===== src/rtl/regfile_bus_arbiter_if.sv =====
// Requester/register-file bus shared by the two-requester arbiter.
// master = arbiter side, slave = requesters plus register file side.
interface regfile_bus_arbiter_if #(
  parameter int size          = 2,
  parameter int cell_width    = 32,
  parameter int address_width = $clog2(size * size),
  parameter int width         = cell_width * size
);
  // Requester side, two requesters packed (bit/slot 0 host, 1 coprocessor)
  logic [1:0]               in_req_read_en;
  logic [1:0]               in_req_write_en;
  logic [2*address_width-1:0] in_req_address;
  logic [3:0]               in_req_type;
  logic [3:0]               in_req_matrix;
  logic [2*width-1:0]       in_req_data;
  logic [width-1:0]         out_req_data;
  logic [1:0]               out_req_ready;

  // Register file side
  logic [address_width-1:0] out_rf_address;
  logic [1:0]               out_rf_type;
  logic [1:0]               out_rf_matrix;
  logic [width-1:0]         out_rf_data;
  logic                     out_rf_read_en;
  logic                     out_rf_write_en;
  logic [width-1:0]         in_rf_data;

  logic                     out_grant;
  logic                     out_busy;

  modport master (
    input  in_req_read_en, in_req_write_en, in_req_address, in_req_type,
           in_req_matrix, in_req_data, in_rf_data,
    output out_req_data, out_req_ready, out_rf_address, out_rf_type,
           out_rf_matrix, out_rf_data, out_rf_read_en, out_rf_write_en,
           out_grant, out_busy
  );

  modport slave (
    output in_req_read_en, in_req_write_en, in_req_address, in_req_type,
           in_req_matrix, in_req_data, in_rf_data,
    input  out_req_data, out_req_ready, out_rf_address, out_rf_type,
           out_rf_matrix, out_rf_data, out_rf_read_en, out_rf_write_en,
           out_grant, out_busy
  );
endinterface


===== src/rtl/regfile_bus_arbiter.sv =====
// Two-requester (host/coprocessor) arbiter in front of a matrix register file.
// Define ARB_ROUND_ROBIN_EN for round-robin ties; default is fixed priority to the coprocessor.
module regfile_bus_arbiter #(
  parameter int size          = 2,
  parameter int cell_width    = 32,
  parameter int address_width = $clog2(size * size),
  parameter int width         = cell_width * size
) (
  input logic                   in_clk,
  input logic                   in_reset,
  regfile_bus_arbiter_if.master bus
);

  typedef enum logic [1:0] {IDLE, ACCESS, RESPOND} state_t;

  state_t                   state;
  logic                     op_write;
  logic [1:0]               active;
  logic                     winner;
  logic [address_width-1:0] win_address;
  logic [1:0]               win_type;
  logic [1:0]               win_matrix;
  logic [width-1:0]         win_data;

  // NOTE: every always_comb output gets a default first so no path leaves it unassigned (no latch).
  always_comb begin
    active = bus.in_req_read_en | bus.in_req_write_en;
    winner = 1'b0;
    case (active)
      2'b10:   winner = 1'b1;
`ifdef ARB_ROUND_ROBIN_EN
      2'b11:   winner = ~bus.out_grant;
`else
      2'b11:   winner = 1'b1;
`endif
      default: winner = 1'b0;
    endcase
    win_address = winner ? bus.in_req_address[2*address_width-1:address_width]
                         : bus.in_req_address[address_width-1:0];
    win_type    = winner ? bus.in_req_type[3:2]   : bus.in_req_type[1:0];
    win_matrix  = winner ? bus.in_req_matrix[3:2] : bus.in_req_matrix[1:0];
    win_data    = winner ? bus.in_req_data[2*width-1:width] : bus.in_req_data[width-1:0];
  end

  // NOTE: state and outputs use non-blocking assignments so every register sees pre-edge values.
  always_ff @(posedge in_clk) begin
    if (in_reset) begin
      // NOTE: datapath registers are reset as well, since their post-reset value is observable.
      state               <= IDLE;
      op_write            <= 1'b0;
      bus.out_grant       <= 1'b1;
      bus.out_busy        <= 1'b0;
      bus.out_rf_read_en  <= 1'b0;
      bus.out_rf_write_en <= 1'b0;
      bus.out_rf_address  <= '0;
      bus.out_rf_type     <= '0;
      bus.out_rf_matrix   <= '0;
      bus.out_rf_data     <= '0;
      bus.out_req_ready   <= 2'b00;
      bus.out_req_data    <= '0;
    end else begin
      case (state)
        IDLE: begin
          if (|active) begin
            // A simultaneous read+write from one requester collapses to a write.
            state               <= ACCESS;
            op_write            <= bus.in_req_write_en[winner];
            bus.out_grant       <= winner;
            bus.out_busy        <= 1'b1;
            bus.out_rf_write_en <= bus.in_req_write_en[winner];
            bus.out_rf_read_en  <= ~bus.in_req_write_en[winner];
            bus.out_rf_address  <= win_address;
            bus.out_rf_type     <= win_type;
            bus.out_rf_matrix   <= win_matrix;
            bus.out_rf_data     <= win_data;
          end
        end
        ACCESS: begin
          state               <= RESPOND;
          bus.out_rf_read_en  <= 1'b0;
          bus.out_rf_write_en <= 1'b0;
          bus.out_req_ready   <= bus.out_grant ? 2'b10 : 2'b01;
          if (!op_write) bus.out_req_data <= bus.in_rf_data;
        end
        RESPOND: begin
          state             <= IDLE;
          bus.out_req_ready <= 2'b00;
          bus.out_busy      <= 1'b0;
        end
        default: state <= IDLE;
      endcase
    end
  end

endmodule


===== src/flat_wrapper.sv =====
// flat-port wrapper written by rule: the top's interface ports become plain ports
module regfile_bus_arbiter_flat 
#(
  parameter int size          = 2,
  parameter int cell_width    = 32,
  parameter int address_width = $clog2(size * size),
  parameter int width         = cell_width * size
)
  (in_clk, in_reset, bus_in_req_read_en, bus_in_req_write_en, bus_in_req_address, bus_in_req_type, bus_in_req_matrix, bus_in_req_data, bus_in_rf_data, bus_out_req_data, bus_out_req_ready, bus_out_rf_address, bus_out_rf_type, bus_out_rf_matrix, bus_out_rf_data, bus_out_rf_read_en, bus_out_rf_write_en, bus_out_grant, bus_out_busy);
  regfile_bus_arbiter_if #(.size(size), .cell_width(cell_width), .address_width(address_width), .width(width)) bus_i ();
  input logic in_clk;
  input logic in_reset;
  input wire logic [$bits(bus_i.in_req_read_en)-1:0] bus_in_req_read_en;
  input wire logic [$bits(bus_i.in_req_write_en)-1:0] bus_in_req_write_en;
  input wire logic [$bits(bus_i.in_req_address)-1:0] bus_in_req_address;
  input wire logic [$bits(bus_i.in_req_type)-1:0] bus_in_req_type;
  input wire logic [$bits(bus_i.in_req_matrix)-1:0] bus_in_req_matrix;
  input wire logic [$bits(bus_i.in_req_data)-1:0] bus_in_req_data;
  input wire logic [$bits(bus_i.in_rf_data)-1:0] bus_in_rf_data;
  output wire logic [$bits(bus_i.out_req_data)-1:0] bus_out_req_data;
  output wire logic [$bits(bus_i.out_req_ready)-1:0] bus_out_req_ready;
  output wire logic [$bits(bus_i.out_rf_address)-1:0] bus_out_rf_address;
  output wire logic [$bits(bus_i.out_rf_type)-1:0] bus_out_rf_type;
  output wire logic [$bits(bus_i.out_rf_matrix)-1:0] bus_out_rf_matrix;
  output wire logic [$bits(bus_i.out_rf_data)-1:0] bus_out_rf_data;
  output wire logic [$bits(bus_i.out_rf_read_en)-1:0] bus_out_rf_read_en;
  output wire logic [$bits(bus_i.out_rf_write_en)-1:0] bus_out_rf_write_en;
  output wire logic [$bits(bus_i.out_grant)-1:0] bus_out_grant;
  output wire logic [$bits(bus_i.out_busy)-1:0] bus_out_busy;
  assign bus_i.in_req_read_en = bus_in_req_read_en;
  assign bus_i.in_req_write_en = bus_in_req_write_en;
  assign bus_i.in_req_address = bus_in_req_address;
  assign bus_i.in_req_type = bus_in_req_type;
  assign bus_i.in_req_matrix = bus_in_req_matrix;
  assign bus_i.in_req_data = bus_in_req_data;
  assign bus_i.in_rf_data = bus_in_rf_data;
  assign bus_out_req_data = bus_i.out_req_data;
  assign bus_out_req_ready = bus_i.out_req_ready;
  assign bus_out_rf_address = bus_i.out_rf_address;
  assign bus_out_rf_type = bus_i.out_rf_type;
  assign bus_out_rf_matrix = bus_i.out_rf_matrix;
  assign bus_out_rf_data = bus_i.out_rf_data;
  assign bus_out_rf_read_en = bus_i.out_rf_read_en;
  assign bus_out_rf_write_en = bus_i.out_rf_write_en;
  assign bus_out_grant = bus_i.out_grant;
  assign bus_out_busy = bus_i.out_busy;
  regfile_bus_arbiter #(.size(size), .cell_width(cell_width), .address_width(address_width), .width(width)) u_core (.in_clk(in_clk), .in_reset(in_reset), .bus(bus_i));
endmodule

===== config.mk =====
export PLATFORM = sky130hd
export DESIGN_NAME = regfile_bus_arbiter_flat
export DESIGN_NICKNAME = d
export VERILOG_FILES = /design/src/rtl/regfile_bus_arbiter_if.sv /design/src/rtl/regfile_bus_arbiter.sv /design/src/flat_wrapper.sv
export SDC_FILE = /design/constraint.sdc
export NUM_CORES = 1
export LEC_CHECK = 0
export ABC_AREA = 1
export CORE_ASPECT_RATIO = 0.8
export CORE_MARGIN = 1.5
export CORE_UTILIZATION = 36
export CTS_BUF_LIST = sky130_fd_sc_hd__clkbuf_4 sky130_fd_sc_hd__clkbuf_8
export CTS_CLUSTER_DIAMETER = 150
export DETAILED_ROUTE_END_ITERATION = 16
export GPL_TIMING_DRIVEN = 0
export PLACE_DENSITY = 0.87
export SLEW_MARGIN = 30
export SYNTH_ARGS = -nofsm -noshare
export SYNTH_HDL_FRONTEND = slang
export SYNTH_SLANG_ARGS = --single-unit

===== constraint.sdc =====
create_clock -name in_clk -period 1.3 [get_ports in_clk]
set_input_delay 0.26 -clock in_clk [delete_from_list [all_inputs] [get_ports in_clk]]
set_output_delay 0.26 -clock in_clk [all_outputs]
set_load 0.01 [all_outputs]

==> results.json <==
{
  "wl_per_cell_um": 16.0,
  "vdd_drop_max_uv": 860,
  "placedCellCount": 1434,
  "hold_violations": 0,
  "wl_um": 24000,
  "grt_max_degree": 17,
  "cp_slowest_cell": "dfxtp_4",
  "r2r_cells": 9,
  "start_util_pct": 36.7,
  "stdcell_count": 1501,
  "cp_data_required_time_ps": 1640,
  "overflow": 0,
  "globalplace.congestion": 0.867,
  "ys_seq_elements": 143,
  "r2r-start": "u_core.state[1]",
  "synth_cell_type_count": 23,
  "yosys.area.top_type_share_pct": 47.2,
  "cts.htree.levels": 4,
  "vias": 7159,
  "worstMarginPinSlew_ps": 699,
  "synth_area_um2": 6060,
  "critPathCaptureType": "flip-flop",
  "yosys.area_share.simple_pct": 31.3,
  "initialDrtViolationCount": 281,
  "fp.dieW_um": 148,
  "synth_area_leaders": "dfxtp_1, nand2_1, nor2_1",
  "drcViolationCount": 0,
  "r2r-end": "u_core.bus.out_req_data[27]",
  "syn-num-nets": 1080,
  "seq_area_frac_synth_pct": 47.2,
  "grtUsageTotal_pct": 25.0,
  "syn-instance-count": 865,
  "dr.pass1.iters": 5,
  "crit_path_start_kind": "flip-flop",
  "hold_path.startpoint": "bus_in_rf_data[33]",
  "setup_violations": 126,
  "status": "finished with violations",
  "worst_path_most_repeated_cell": "inv_4",
  "crit_fanout": 5,
  "slew-limit-headroom_pct": 53.4,
  "antenna_found_initial": 1,
  "die_area_um2": 17600,
  "detailed_place.area_um2": 9840,
  "period_share_pct": 108,
  "synth_edf_count": 0,
  "clk_pin_slew_ps": 90,
  "failed_checks": "setup timing",
  "cp_slowest_stage_delay_ps": 360,
  "synth_fa_ha_area_share_pct": 1.03,
  "die_h_um": 119,
  "finalCriticalPeriod_ps": 1400,
  "clockRootBuffer": "clkbuf_8",
  "io_pins": 350,
  "synth_xor_area_share_pct": 0,
  "synth_top_area_cell": "dfxtp_1",
  "synth_compound_area_share_pct": 13.4,
  "grt_setup_unrepaired": "yes",
  "cts_buffers": 17,
  "clock-skew-final_ps": 11.6,
  "worst-setup-path-type": "flip-flop to flip-flop",
  "syn-mean-instance-area_um2": 7.01,
  "whs_endpoint": "u_core.bus.out_req_data[33]",
  "r2r_slack_ps": -100,
  "drive_gt1_share_pct": 32.6,
  "portBuffers": 349,
  "viasPerCell": 4.77,
  "synthMuxAreaShare_pct": 0,
  "cts.sinks": 143,
  "grt_busiest_layer": "met2",
  "detail-route-antenna-nets": 0,
  "power_density_nw_per_um2": 1180,
  "design_area_um2": 11100,
  "insertion_delay_ps": 450,
  "dp_hpwl_um": 16500,
  "path_cells": "inv_4, ha_4, inv_4, nor2_4, buf_12, clkbuf_16, buf_6, o21ai_2, nor2_1",
  "nNetsFinal": 1482,
  "finish.utilization_pct": 67.3,
  "synthTopCellsByCount": "nand2_1, dfxtp_1, nor2_1",
  "gr-usage-met1_pct": 26.8,
  "synth_most_common_cell": "nand2_1",
  "leakage_nw": 4.92,
  "area.growth.synth_to_final_pct": 83.2,
  "cts_tree": "yes",
  "core_area_um2": 16500,
  "yosys_most_used_dff": "dfxtp_1",
  "hold_path_class": "primary input to flip-flop",
  "clock_path_buffers": 2,
  "ys_async_sr_fraction_pct": 0,
  "use_met2_pct": 43.8,
  "synth_top_family_by_area": "simple AND/OR/NAND/NOR gates",
  "setup_ws_ps": -103,
  "maxCapViolations": 0,
  "gr-usage-met3_pct": 8.28,
  "grt_pass1_wl_um": 34600,
  "placementRows": 42,
  "grt_pass1_vias": 6957,
  "crit_arrival_ps": 1750,
  "max_freq_mhz": 713,
  "min_delay_path_depth": 3,
  "yosys_warnings": 0,
  "finalMaxSlewViolations": 0
}
-- worst max-delay path by stage --
| stage | from | to | slack, ps |
|---|---|---|---|
| after CTS | u_core.state[1] | u_core.bus.out_req_data[42] | -90 |
| after global routing | u_core.state[1] | u_core.bus.out_rf_matrix[1] | -130 |
| after floorplan | u_core.state[1] | u_core.bus.out_req_data[10] | 20 |
| after global placement | bus_in_req_write_en[1] | u_core.bus.out_rf_data[56] | -510 |
| after detailed placement | bus_in_req_write_en[1] | u_core.bus.out_rf_data[56] | -540 |
| final | u_core.state[1] | u_core.bus.out_req_data[27] | -100 |
-- metrics by stage --
stage / hold WS (ps) / power [mW] / TNS (ps) / setup slack [ps]
6_report: 385 / 13.1 / -4770 / -103
4_1_cts: 357 / 12.5 / -7530 / -94.2
3_5_place_dp: 453 / 8.76 / -58110 / -537
2_1_floorplan: 395 / 6.72 / 0 / 17.5
3_3_place_gp: 450 / 8.68 / -53890 / -507
5_1_grt: 359 / 13.8 / -13260 / -134
-- area by class of cell --
type | count | area, um^2
tap | 220 | 275
antenna | 1 | 2.50
timing repair inverter | 1 | 8.76
multi-input combinational | 652 | 3150
timing repair buffer | 382 | 3680
clock inverter | 13 | 154
fill | 1323 | 5400
buffer | 58 | 597
sequential | 143 | 2920
clock buffer | 19 | 255
inverter | 12 | 70.1
-- registers in the layout, indices dropped and copies added, names as in the netlist --
register and flops:
u_core.bus.out_req_data 64, u_core.bus.out_grant 1, u_core.bus.out_req_ready 2, u_core.bus.out_rf_data 64, u_core.op_write 1, u_core.bus.out_rf_read_en 1
u_core.bus.out_busy 1, u_core.state 2, u_core.bus.out_rf_type 2, u_core.bus.out_rf_write_en 1, u_core.bus.out_rf_matrix 2, u_core.bus.out_rf_address 2
-- logic make-up after synthesis --
group           count (synthesis)
compound gates                147
fa+ha+maj                       5
buf+inv                        70
flops                         143
simple gates                  500
-- timing repair --
action / 4_1_cts / 5_1_grt
hold buffers: 0 / 0
pin swaps: 17 / 67
endpoints found under the setup margin: 281 / 210
cloned: 3 / 12
resized for setup: 612 / 175
buffers inserted: 17 / 3
-- power by group --
| group | leakage (nW) | switching (mW) | internal (mW) | total, mW |
|---|---|---|---|---|
| Combinational | 3.53 | 1.99 | 2.22 | 4.22 |
| Sequential | 1.19 | 0.303 | 4.90 | 5.21 |
| Clock | 0.195 | 1.89 | 1.82 | 3.71 |
-- per-layer routing --
| metal | share of wire (%) | wire (um) |
|---|---|---|
| met1 | 37 | 8960 |
| met2 | 51 | 12100 |
| met3 | 8.2 | 1980 |
| met4 | 3.9 | 929 |
| met5 | 0 | 0 |
-- critical path: cells and delay by family, from the launching register on --
| family | cells | cell delay [ps] |
|---|---|---|
| and+or+nand+nor | 2 | 100 |
| adders and majority gates | 1 | 160 |
| buffers and inverters | 5 | 530 |
| DFF | 1 | 360 |
| AOI/OAI and AO/OA | 1 | 150 |
-- cell usage in the layout, fill, tap and decap left out, types with 10 or more instances in the layout --
master and instances:
clkdlybuf4s15_2 64, buf_6 21, clkbuf_16 10, nor2_2 14, dfxtp_1 102, nor2_1 117
nand2_1 341, a21oi_2 40, clkbuf_8 22, a21oi_1 37, o21ai_2 37, nand2_2 19
dfxtp_2 39, clkdlybuf4s50_1 209, buf_4 23, o21ai_1 26, buf_8 13, buf_2 75
(Power assumes the default switching activity.)
